<file path="src/rtl/stereo_pkg.sv">
// Shared types and constants for the stereo disparity pipeline.
// Used by disparity_hole_fill (build option: DHF_BG_FILL_EN) and disp_nearest_valid.
package stereo_pkg;

  function automatic int disp_bits(input int range_d);
    return (range_d <= 2) ? 1 : $clog2(range_d);
  endfunction

  localparam int DISP_RANGE = 64;
  localparam int DISP_BITS  = disp_bits(DISP_RANGE);

  localparam logic [DISP_BITS-1:0] DISP_INVALID = {DISP_BITS{1'b0}};

  typedef struct packed {
    logic                 dval;
    logic [DISP_BITS-1:0] data;
    logic                 eol;
  } slot_t;

endpackage

</file>
<file path="src/rtl/disp_nearest_valid.sv">
// Combinational eol-bounded priority scan: nearest valid nonzero disparity
// ahead of the tail, never looking past the end of the tail's row.
module disp_nearest_valid
  import stereo_pkg::*;
#(
  parameter int L = 8
) (
  input  slot_t [L-1:0]         slots,
  input  logic                  tail_eol,
  output logic                  found,
  output logic [DISP_BITS-1:0]  value
);

  // Slot L-1 is nearest the tail; an eol pixel is still usable but blocks everything behind it.
  always_comb begin
    logic blocked;
    logic hit;
    found   = 1'b0;
    value   = DISP_INVALID;
    blocked = tail_eol;
    hit     = 1'b0;
    for (int k = L - 1; k >= 0; k--) begin
      hit     = !found && !blocked && slots[k].dval && (slots[k].data != DISP_INVALID);
      value   = hit ? slots[k].data : value;
      found   = found | hit;
      blocked = blocked | (slots[k].dval & slots[k].eol);
    end
  end

endmodule

</file>
<file path="src/rtl/disparity_hole_fill.sv">
// Fills disparity holes (code 0) from nearest same-row neighbours at fixed L+1 latency.
// Build option DHF_BG_FILL_EN: defined = min(left, right) fill; undefined = left-first fill.
module disparity_hole_fill
  import stereo_pkg::*;
#(
  parameter  int D    = DISP_RANGE,
  parameter  int M    = 450,
  parameter  int L    = 8,
  localparam int DBIT = disp_bits(D)
) (
  input  logic            i_clk,
  input  logic            i_rst,
  input  logic            i_en,
  input  logic            i_dval,
  input  logic [DBIT-1:0] i_data,
  output logic            o_dval,
  output logic [DBIT-1:0] o_data,
  output logic            o_filled
);

  localparam int              CBIT     = (M <= 2) ? 1 : $clog2(M);
  localparam logic [CBIT-1:0] COL_LAST = CBIT'(M - 1);

  slot_t [L:0]     win;
  slot_t           head;
  slot_t           tail;
  logic [CBIT-1:0] col;
  logic [DBIT-1:0] lv;
  logic            lv_ok;
  logic            rv_found;
  logic [DBIT-1:0] rv;
  logic [DBIT-1:0] fill_data;
  logic            fill_flag;

  // Head slot; data is zeroed on idle beats so empty slots read as holes.
  always_comb begin
    head.dval = i_dval;
    head.data = i_dval ? i_data : DISP_INVALID;
    head.eol  = i_dval && (col == COL_LAST);
  end

  assign tail = win[L];

  disp_nearest_valid #(.L(L)) u_scan (
    .slots    (win[L-1:0]),
    .tail_eol (tail.eol),
    .found    (rv_found),
    .value    (rv)
  );

  // Fill mux for the pixel leaving the tail this cycle.
  always_comb begin
    fill_data = tail.data;
    fill_flag = 1'b0;
    if (i_en && tail.dval && (tail.data == DISP_INVALID)) begin
`ifdef DHF_BG_FILL_EN
      if (lv_ok && rv_found) begin
        fill_data = (lv < rv) ? lv : rv;
        fill_flag = 1'b1;
      end else if (lv_ok) begin
        fill_data = lv;
        fill_flag = 1'b1;
      end else if (rv_found) begin
        fill_data = rv;
        fill_flag = 1'b1;
      end else begin
        fill_data = DISP_INVALID;
        fill_flag = 1'b0;
      end
`else
      if (lv_ok) begin
        fill_data = lv;
        fill_flag = 1'b1;
      end else if (rv_found) begin
        fill_data = rv;
        fill_flag = 1'b1;
      end else begin
        fill_data = DISP_INVALID;
        fill_flag = 1'b0;
      end
`endif
    end else begin
      fill_data = tail.data;
      fill_flag = 1'b0;
    end
  end

  // Window shift, column count and left-candidate tracking; eol emission clears lv before any update.
  always_ff @(posedge i_clk) begin
    if (i_rst) begin
      win   <= '0;
      col   <= '0;
      lv    <= DISP_INVALID;
      lv_ok <= 1'b0;
    end else begin
      win <= {win[L-1:0], head};
      if (i_dval) begin
        col <= (col == COL_LAST) ? '0 : col + 1'b1;
      end
      if (tail.dval && tail.eol) begin
        lv_ok <= 1'b0;
      end else if (tail.dval && (tail.data != DISP_INVALID)) begin
        lv    <= tail.data;
        lv_ok <= 1'b1;
      end
    end
  end

  // Registered output stage.
  always_ff @(posedge i_clk) begin
    if (i_rst) begin
      o_dval   <= 1'b0;
      o_data   <= DISP_INVALID;
      o_filled <= 1'b0;
    end else begin
      o_dval   <= tail.dval;
      o_data   <= fill_data;
      o_filled <= fill_flag;
    end
  end

endmodule

</file>
<file path="config.mk">
export PLATFORM = sky130hd
export DESIGN_NAME = disparity_hole_fill
export DESIGN_NICKNAME = d
export VERILOG_FILES = /design/src/rtl/stereo_pkg.sv /design/src/rtl/disp_nearest_valid.sv /design/src/rtl/disparity_hole_fill.sv
export SDC_FILE = /design/constraint.sdc
export NUM_CORES = 1
export LEC_CHECK = 0
export CAP_MARGIN = 20
export CORE_ASPECT_RATIO = 0.8
export CORE_MARGIN = 2
export CORE_UTILIZATION = 25
export CTS_CLUSTER_SIZE = 24
export DETAILED_ROUTE_END_ITERATION = 6
export GPL_TIMING_DRIVEN = 0
export PLACE_DENSITY = 0.41
export SYNTH_ARGS = -nofsm -noshare
export SYNTH_HDL_FRONTEND = slang
export SYNTH_SLANG_ARGS = --single-unit
</file>
<file path="constraint.sdc">
create_clock -name i_clk -period 3.28 [get_ports i_clk]
set_clock_uncertainty 0.15 [all_clocks]
set_input_delay 0.984 -clock i_clk [delete_from_list [all_inputs] [get_ports i_clk]]
set_output_delay 0.984 -clock i_clk [all_outputs]
set_load 0.01 [all_outputs]
</file>
Yosys cells after proc, flatten, opt, wreduce, memory -nomap -nowiden
Index checks and enable logic that the tools add are counted.
{ "classes": {"n_eq_ne": 1, "n_reduce_logical": 57, "mux": 14, "n_bitwise": 24, "add_sub_neg": 1} }
{ "ops": {"columns": ["cell", "n"], "rows": [
  ["$mux W6", 11],
  ["$reduce_bool A6 Y1", 9],
  ["$logic_and A1 B1 Y1", 28],
  ["$logic_not A1 Y1", 15],
  ["$or A1 B1 Y1", 14],
  ["$add A9 B1 Y9 const B", 1],
  ["$eq A9 B9 Y1 const B", 1],
  ["$mux W9", 1],
  ["$and A1 B1 Y1", 7],
  ["$logic_not A6 Y1", 1],
  ["$reduce_or A2 Y1", 3],
  ["$not A1 Y1", 3],
  ["$mux W1", 2],
  ["$reduce_and A2 Y1", 1]
]} }
{ "word_totals": {"ff_bits": 96, "inputBits": 10, "elab_cells": 130, "output_inout_bits": 8} }

Longest topological paths before layout
Gate-level depths: netlist of run 1.
{ "logic_depth": {"depth_word": 41, "ltp_mapped": 7, "ltp_nobuf": 6} }

Hierarchy
From an unflattened synthesis of run 1, not the netlist that was laid out.
{ "unflattened": {"hier_cells": 374, "area_unflattened_um2": 3713.6} }
{ "modules_own_cells": {"columns": ["mod", "seq_area_each_um2", "area_each_um2", "instances", "cells_per_inst"], "rows": [
  ["disparity_hole_fill", 1921.8, 2977.9, 1, 264],
  ["disp_nearest_valid", 0.0, 735.7, 1, 110]
]} }

Least setup slack after synthesis of run 1
OpenSTA, ideal clock, no wires.
{ "synth_path": {"kind": "reg-to-reg", "startpoint": "register win[58] in the netlist's numbering", "endpoint": "register o_data[3]", "t_required_ps": 3042, "synth_period_minus_slack_ps": 2373, "path_slack_ps": 907, "n_path_buf": 0, "stages_incl_launch_ff": 7, "t_arrival_ps": 2134, "setup_ps": 88, "cell_sequence": "dfxtp_1 > or4_4 > o31a_1 > nor4b_4 > a221oi_2 > a31o_1 > a311oi_2"} }
{ "synth_via": {"elab_chain_cells": 40, "elab_cells_between_ends": 48, "cone_classes": "mux (11); bitwise (7); reduce/logical (30)"} }
{ "synth_rtl": {"columns": ["element", "line_no", "source"], "rows": [
  ["from (decl)", "disparity_hole_fill.sv:24", "slot_t [L:0] win;"],
  ["from (signal assigned)", "disparity_hole_fill.sv:96", "win <= {win[L-1:0], head};"],
  ["$reduce_bool A6 Y1 *", "disp_nearest_valid.sv:23", "hit = !found && !blocked && slots[k].dval && (slots[k].data != DISP_INVALID);"],
  ["$logic_and A1 B1 Y1 *", "disp_nearest_valid.sv:23", null],
  ["$logic_not A1 Y1", "disp_nearest_valid.sv:23", null],
  ["$logic_and A1 B1 Y1 (3 in a row)", "disp_nearest_valid.sv:23", null],
  ["$or A1 B1 Y1", "disp_nearest_valid.sv:25", "found = found | hit;"],
  ["$logic_not A1 Y1", "disp_nearest_valid.sv:23", null],
  ["$logic_and A1 B1 Y1 (3 in a row)", "disp_nearest_valid.sv:23", null],
  ["$or A1 B1 Y1", "disp_nearest_valid.sv:25", null],
  ["[16 not listed]", null, null],
  ["$logic_and A1 B1 Y1 (3 in a row)", "disp_nearest_valid.sv:23", null],
  ["$or A1 B1 Y1", "disp_nearest_valid.sv:25", null],
  ["$logic_not A1 Y1", "disp_nearest_valid.sv:23", null],
  ["$logic_and A1 B1 Y1 (3 in a row)", "disp_nearest_valid.sv:23", null],
  ["$mux W6 / $or A1 B1 Y1 (equally long branches)", "disp_nearest_valid.sv:24, disp_nearest_valid.sv:25", null],
  ["$mux W6 *", "disparity_hole_fill.sv:74", "end else if (rv_found) begin"],
  ["$mux W6 *", "disparity_hole_fill.sv:71", "if (lv_ok) begin"],
  ["$mux W6 *", "disparity_hole_fill.sv:55", "if (i_en && tail.dval && (tail.data == DISP_INVALID)) begin"],
  ["to (signal assigned)", "disparity_hole_fill.sv:117", "o_data <= fill_data;"],
  ["to (decl)", "disparity_hole_fill.sv:17", "output logic [DBIT-1:0] o_data,"]
]} }
Mark *: on every way between the ends. The rest lies on a longest branch, timed or not.
A chain may end at the register's enable or synchronous reset.

Worst setup path after layout of run 1
{ "layout_path": {"startpoint": "register win (netlist bit tail[0])", "endpoint": "register o_data[4]"} }
{ "layout_via": {"elab_chain_cells": 41, "elab_cells_between_ends": 63, "cone_classes": "mux (11); bitwise (14); reduce/logical (38)"} }
{ "layout_rtl": {"columns": ["element", "line_no"], "rows": [
  ["$logic_not A1 Y1", "disp_nearest_valid.sv:23"],
  ["$logic_and A1 B1 Y1 (2 in a row)", "disp_nearest_valid.sv:23"],
  ["$logic_not A1 Y1", "disp_nearest_valid.sv:23"],
  ["$logic_and A1 B1 Y1 (3 in a row)", "disp_nearest_valid.sv:23"],
  ["$or A1 B1 Y1", "disp_nearest_valid.sv:25"],
  ["$logic_not A1 Y1", "disp_nearest_valid.sv:23"],
  ["$logic_and A1 B1 Y1 (3 in a row)", "disp_nearest_valid.sv:23"],
  ["$or A1 B1 Y1", "disp_nearest_valid.sv:25"],
  ["[16 not listed]", null],
  ["$logic_and A1 B1 Y1 (3 in a row)", "disp_nearest_valid.sv:23"],
  ["$or A1 B1 Y1", "disp_nearest_valid.sv:25"],
  ["$logic_not A1 Y1", "disp_nearest_valid.sv:23"],
  ["$logic_and A1 B1 Y1 (3 in a row)", "disp_nearest_valid.sv:23"],
  ["$mux W6 / $or A1 B1 Y1 (equally long branches)", "disp_nearest_valid.sv:24, disp_nearest_valid.sv:25"],
  ["$mux W6 *", "disparity_hole_fill.sv:74"],
  ["$mux W6 *", "disparity_hole_fill.sv:71"],
  ["$mux W6 *", "disparity_hole_fill.sv:55"]
]} }
Marks and branches as above.

==> impl_metrics.py, run 1 <==
metrics = {
    "timing": {
        "hold_violations": 0,
        "clock.fmax_ghz": 0.3323,
        "grt_setup_unrepaired": "false",
        "holdWs_ns": 0.3189,
        "fin_crit_ns": 3.009,
        "slew_viol_final": 0,
        "setup_tns_ns": 0,
        "setup_viol_count_final": 0,
        "fin_crit_sh_pct": 91.75,
        "relSlewSlack_pct": 38.42,
        "worst_pin_slew_ns": 0.9238,
    },
    "cells_and_area": {
        "layout.nets": 410,
        "synthToLayoutAreaGrowth_pct": 18.98,
        "drive_gt1_share_pct": 8.189,
        "fill_cells": 1529,
        "fin_util_pct": 30.19,
        "n_antenna_cell": 0,
        "layout.cells.non_filler": 592,
    },
    "clock_tree": {
        "htree_levels": 3,
        "numCtsBuffers": 9,
        "hold_buffers": 0,
        "cts_setup_buffers": 0,
        "root_buffer": "clkbuf_16",
        "clk_pin_slew_ns": 0.06,
        "cts.repair.resized": 0,
        "cts_tree": "built",
        "insertion_delay_ns": 0.35,
        "cts.sinks": 96,
        "cts_buffer_depth": 2,
    },
    "power_and_ir_drop": {
        "sw_frac_of_total_pct": 21.48,
        "power_density_nw_per_um2": 538.8,
        "ir_worst_vdd_v": 0.0002595,
        "intPower_mw": 1.898,
        "pwr-share-clk_pct": 47.8,
        "pwr-share-comb_pct": 3.0,
        "leakagePower_nw": 1.610,
        "finalPower_mw": 2.418,
        "switching_power_mw": 0.5192,
        "p_seq_share_pct": 49.2,
    },
    "route": {
        "wl_met1_um": 5186,
        "drc": 0,
        "drt_iter0_drc": 258,
        "wl_met2_um": 3785,
        "drtPass1Iterations": 5,
        "via_count": 2818,
        "wl_met3_um": 669,
        "ant_nets": 0,
        "topRoutingLayerUsed": "met4",
        "wl_um": 9780,
        "wire_per_inst_um": 16.52,
        "vias_per_cell": 4.760,
    },
    "yosys": {
        "netlist_instances": 372,
        "synth-edff-count": 0,
        "synth.cell_area_sq_um": 3771,
        "ys_warn_count": 0,
        "synth_top_cell_by_area": "dfxtp_1",
        "synthFlopType": "dfxtp_1",
        "syn-num-nets": 384,
        "netlist_top_cells_area": "dfxtp_1, nor2b_1, nor2_1",
        "syn_area_per_cell_sq_um": 10.14,
        "synth-async-reset-ratio_pct": 0,
        "synth_cell_types": 60,
        "synth_seq_area_share_pct": 50.96,
        "ys_seq_elements": 96,
        "netlist.area_leader.share_pct": 50.96,
    },
    "global_route": {
        "grt_pass1_wl_um": 15700,
        "overflow": 0,
        "first_global_vias": 2713,
        "grt_start_max_net_pins": 17,
        "grt.total_usage_pct": 13.24,
        "grt_antenna_before_repair": 0,
    },
    "place": {
        "place_hpwl_um": 7416,
        "place_inst": 576,
        "port-buffer-count": 15,
        "gp_congestion": 0.8239,
    },
    "critical_path": {
        "crit_slowest_cell": "a21oi_1",
        "cp.arrival_ns": 3.08,
        "reg2reg_from": "tail[0]$_SDFF_PP0_",
        "path_cells": "a21oi_1 > o2111ai_2 > nor4b_4 > a221o_1 > mux2i_1 > a221oi_1",
        "cpPeakStageDelay_ns": 0.72,
        "r2r-end": "o_data[4]$_SDFF_PP0_",
        "crit_type": "reg2reg",
        "cp-end-kind": "flop",
        "reg2reg_slack_ns": 0.27,
        "endpoint": "o_data[4]$_SDFF_PP0_",
        "worstPathMaxFanout": 8,
        "worstSetupStartpointType": "flop",
        "startpoint": "tail[0]$_SDFF_PP0_",
        "cp.required_ns": 3.35,
        "r2r_cells": 6,
    },
    "floorplanning": {
        "chipWidth_um": 141.3,
        "fp.dieH_um": 113.9,
        "pin_count": 18,
        "die-area_sq_um": 16090,
        "start_util_pct": 25.37,
        "row_count": 40,
        "design.core.area_sq_um": 14860,
    },
    "status": {
        "status": "complete, no violations",
    },
    "hold_path": {
        "hold_path.class": "reg2reg",
    },
    "flow_run": {
        "max-cap-violations": 0,
    },
}
-- critical path: cells and delay by family (launching register included) --
kind,cells,cell delay [ns]
AND/OR/NAND/NOR,1,0.50
AO/OA/AOI/OAI,4,1.79
flip-flops,1,0.34
multiplexers,1,0.08
-- cells by family (layout without fill, tap and decap cells) --
logic type / count (synthesis) / after routing / share of synthesized area (%)
xor+xnor: 8 / 8 / 1.858
flops: 96 / 96 / 50.96
simple gates: 177 / 177 / 27.77
buf+inv: 18 / 49 / 1.825
fa+ha+maj: 2 / 2 / 0.6635
mux: 7 / 7 / 1.858
compound gates: 64 / 64 / 15.06
-- power groups by stage --
stage               registers, mW  logic, mW  clock network (mW)
CTS                          1.19     0.0742                1.20
finish                       1.19     0.0737                1.16
floorplan                    1.21     0.0465                   0
global route                 1.19     0.0821                1.25
global placement             1.22     0.0738                   0
detailed placement           1.22     0.0736                   0
-- cell usage after synthesis (all sizes together), types with 8 or more instances --
cell type	instances
dfxtp	96
nor2	30
and2	8
nand3	11
nor2b	67
clkbuf	14
nand2	14
-- metrics by stage --
| stage | setup slack [ns] | area [sq um] |
|---|---|---|
| final | 0.2707 | 4487 |
| after floorplan | 0.9074 | 3771 |
| after global routing | 0.03926 | 4487 |
| after detailed placement | 0.2725 | 4158 |
| after global placement | 0.2555 | 4158 |
| after CTS | 0.2850 | 4487 |
-- worst min-delay path by stage --
stage,startpoint,to,slack [ns],cells past startpoint
global route,win[56]$_SDFF_PP0_,tail[0]$_SDFF_PP0_,0.34,1
CTS,win[40]$_SDFF_PP0_,win[48]$_SDFF_PP0_,0.32,1
floorplan,win[0]$_SDFF_PP0_,win[8]$_SDFF_PP0_,0.26,1
global placement,win[7]$_SDFF_PP0_,win[15]$_SDFF_PP0_,0.30,1
finish,win[40]$_SDFF_PP0_,win[48]$_SDFF_PP0_,0.32,1
detailed placement,win[40]$_SDFF_PP0_,win[48]$_SDFF_PP0_,0.31,1
-- cells in the final DEF, fill, tap and decap left out, types with 7 or more instances in the layout --
cell type	n
nand3_1	11
nor2_1	30
clkbuf_1	14
nand2_1	14
clkdlybuf4s50_1	15
a21oi_1	7
dfxtp_1	96
nor2b_1	67
mux2i_1	7
clkbuf_16	9
and2_1	8
-- registers in the layout, indices dropped and copies added (netlist names) --
| register | flops |
|---|---|
| win | 64 |
| col | 9 |
| tail | 8 |
| lv | 6 |
| o_data | 6 |
| lv_ok | 1 |
| o_dval | 1 |
| o_filled | 1 |
-- layout make-up --
cell class              instances  area (sq um)  area share (%)
clock buffers                  10         239.0           5.326
multi-input cells             258          1780           39.68
clock inverters                 6         90.09           2.008
well taps                     189         236.5           5.271
repair buffers                 15         150.1           3.346
inverters                       3         11.26          0.2510
flip-flops and latches         96          1922           42.83
plain buffers                  15         57.56           1.283
-- routing by layer --
| layer | track usage (%) | up-vias |
|---|---|---|
| met5 | 0 | - |
| met4 | 4.400 | 0 |
| met3 | 5.122 | 12 |
| met2 | 17.09 | 76 |
| met1 | 19.74 | 1341 |
| li1 | - | 1389 |
(Power assumes the default switching activity.)
==> run 2: changes to the inputs <==
--- a/config.mk
+++ b/config.mk
@@ -13,6 +13,7 @@
 export DETAILED_ROUTE_END_ITERATION = 6
 export GPL_TIMING_DRIVEN = 0
 export PLACE_DENSITY = 0.41
+export RECOVER_POWER = 100
 export SYNTH_ARGS = -nofsm -noshare
 export SYNTH_HDL_FRONTEND = slang
 export SYNTH_SLANG_ARGS = --single-unit
==> run 2 against run 1 <==
Net effect: hold slack about the same; design area unchanged; sequential share of layout area unchanged; first-iteration DRC count up 1.2%; combinational power about the same; critical path type unchanged; register-to-register slack about the same.
==> impl_metrics.py, run 2 (synthesis results as in run 1) <==
metrics = {
    "status": {
        "status": "complete, no violations",
    },
    "timing": {
        "fin_crit_ns": 2.997,
        "slew_viol_final": 0,
        "setup_tns_ns": 0,
        "relSlewSlack_pct": 38.52,
        "clock.fmax_ghz": 0.3337,
        "worst_pin_slew_ns": 0.9222,
        "setup_viol_count_final": 0,
        "fin_crit_sh_pct": 91.36,
        "hold_violations": 0,
        "grt_setup_unrepaired": "false",
    },
    "cells_and_area": {
        "layout.cells.non_filler": 592,
        "n_antenna_cell": 0,
        "largest_reg_flops": 64,
        "top_register": "win",
        "synthToLayoutAreaGrowth_pct": 18.98,
        "final_common_cell": "dfxtp_1",
        "layout.nets": 410,
        "stdcell_area_sq_um": 4487,
        "most-common-layout-cells": "dfxtp_1, nor2b_1, nor2_1, clkbuf_1, nand2_1",
        "drive_gt1_share_pct": 8.189,
    },
    "critical_path": {
        "reg2reg_slack_ns": 0.28,
        "reg2reg_from": "tail[0]$_SDFF_PP0_",
        "cp.required_ns": 3.35,
        "worstSetupStartpointType": "flop",
        "r2r-end": "o_data[4]$_SDFF_PP0_",
        "worstPathMaxFanout": 8,
        "crit_type": "reg2reg",
        "cp.arrival_ns": 3.07,
        "cp-end-kind": "flop",
        "r2r_cells": 6,
    },
    "clock_tree": {
        "cts_tree": "built",
        "cts.repair.resized": 0,
        "hold_buffers": 0,
        "root_buffer": "clkbuf_16",
        "numCtsBuffers": 9,
        "cts_buffer_depth": 2,
        "insertion_delay_ns": 0.35,
        "cts_setup_buffers": 0,
        "clk_pin_slew_ns": 0.06,
        "cts.sinks": 96,
        "htree_levels": 3,
    },
    "hold_path": {
        "worstHoldEndpoint": "win[48]$_SDFF_PP0_",
        "min_path_cells": 1,
        "min_from": "win[40]$_SDFF_PP0_",
        "hold_path.class": "reg2reg",
    },
    "power_and_ir_drop": {
        "leakagePower_nw": 1.636,
        "power_density_nw_per_um2": 538.9,
        "ir_worst_vdd_v": 0.0002594,
    },
    "floorplanning": {
        "pin_count": 18,
        "start_util_pct": 25.37,
        "chipWidth_um": 141.3,
        "die-area_sq_um": 16090,
        "fp.dieH_um": 113.9,
        "row_count": 40,
        "design.core.area_sq_um": 14860,
    },
    "route": {
        "via_count": 2815,
        "vias_per_cell": 4.755,
        "ant_nets": 0,
        "drtPass1Iterations": 5,
        "drt_iter0_drc": 261,
        "drc": 0,
        "wire_per_inst_um": 16.51,
        "wl_um": 9771,
    },
    "place": {
        "gp_congestion": 0.8239,
        "place_area_sq_um": 4158,
        "place_inst": 576,
        "port-buffer-count": 15,
        "place_hpwl_um": 7416,
    },
    "global_route": {
        "grt_start_max_net_pins": 17,
        "first_global_vias": 2713,
        "grt_pass1_wl_um": 15700,
        "grt.total_usage_pct": 13.24,
        "overflow": 0,
        "grt_antenna_before_repair": 0,
    },
    "flow_run": {
        "max-cap-violations": 0,
    },
}
## run 2: cell count changes in the layout (fill, tap and decap cells not counted), sizes merged
cell,previous run,this run
dlygate4sd3,0,8
clkdlybuf4s50,15,7
## run 2: worst max-delay path by stage
stage                       start                    to  cells past startpoint
2_1_floorplan  win[58]$_SDFF_PP0_  o_data[3]$_SDFF_PP0_                      6
3_3_place_gp                 i_en  o_data[4]$_SDFF_PP0_                      6
3_5_place_dp                 i_en  o_data[4]$_SDFF_PP0_                      6
4_1_cts        tail[0]$_SDFF_PP0_  o_data[4]$_SDFF_PP0_                      6
5_1_grt        tail[0]$_SDFF_PP0_  o_data[4]$_SDFF_PP0_                      6
6_report       tail[0]$_SDFF_PP0_  o_data[4]$_SDFF_PP0_                      6
## run 2: critical path, cell delays in order (launching register included)
cell       delay [ns]
dfxtp_1          0.34
a21oi_1          0.72
o2111ai_2        0.42
nor4b_4          0.50
a221o_1          0.27
mux2i_1          0.08
a221oi_1         0.38
## run 2: routing by layer
layer  GRT usage, %  part of all wire (%)
met5              0                     0
met4          4.400                   1.4
met3          5.122                   7.1
met2          17.09                    39
met1          19.74                    53
## run 2: where the power goes
group	leakage (nW)	total, mW	switching, mW	internal [mW]
Combinational	0.701	0.0734	0.0441	0.0294
Sequential	0.776	1.19	0.0113	1.18
Clock	0.159	1.16	0.464	0.691
## run 2: layout make-up
type                    instances  area, sq um
multi-input cells             258         1780
clock buffers                  10        239.0
inverters                       3        11.26
plain buffers                  15        57.56
repair buffers                 15        150.1
well taps                     189        236.5
flip-flops and latches         96         1922
clock inverters                 6        90.09
fillers                      1529        10380
## run 2: through the flow
stage / worst slack [ns] / util [%] / total power, mW / hold slack, ns
4_1_cts: 0.2850 / 30.19 / 2.459 / 0.3209
3_5_place_dp: 0.2725 / 27.97 / 1.289 / 0.3112
5_1_grt: 0.03926 / 30.19 / 2.520 / 0.3401
2_1_floorplan: 0.9074 / - / 1.258 / 0.2638
3_3_place_gp: 0.2555 / 27.97 / 1.289 / 0.2952
6_report: 0.2835 / 30.19 / 2.418 / 0.3190
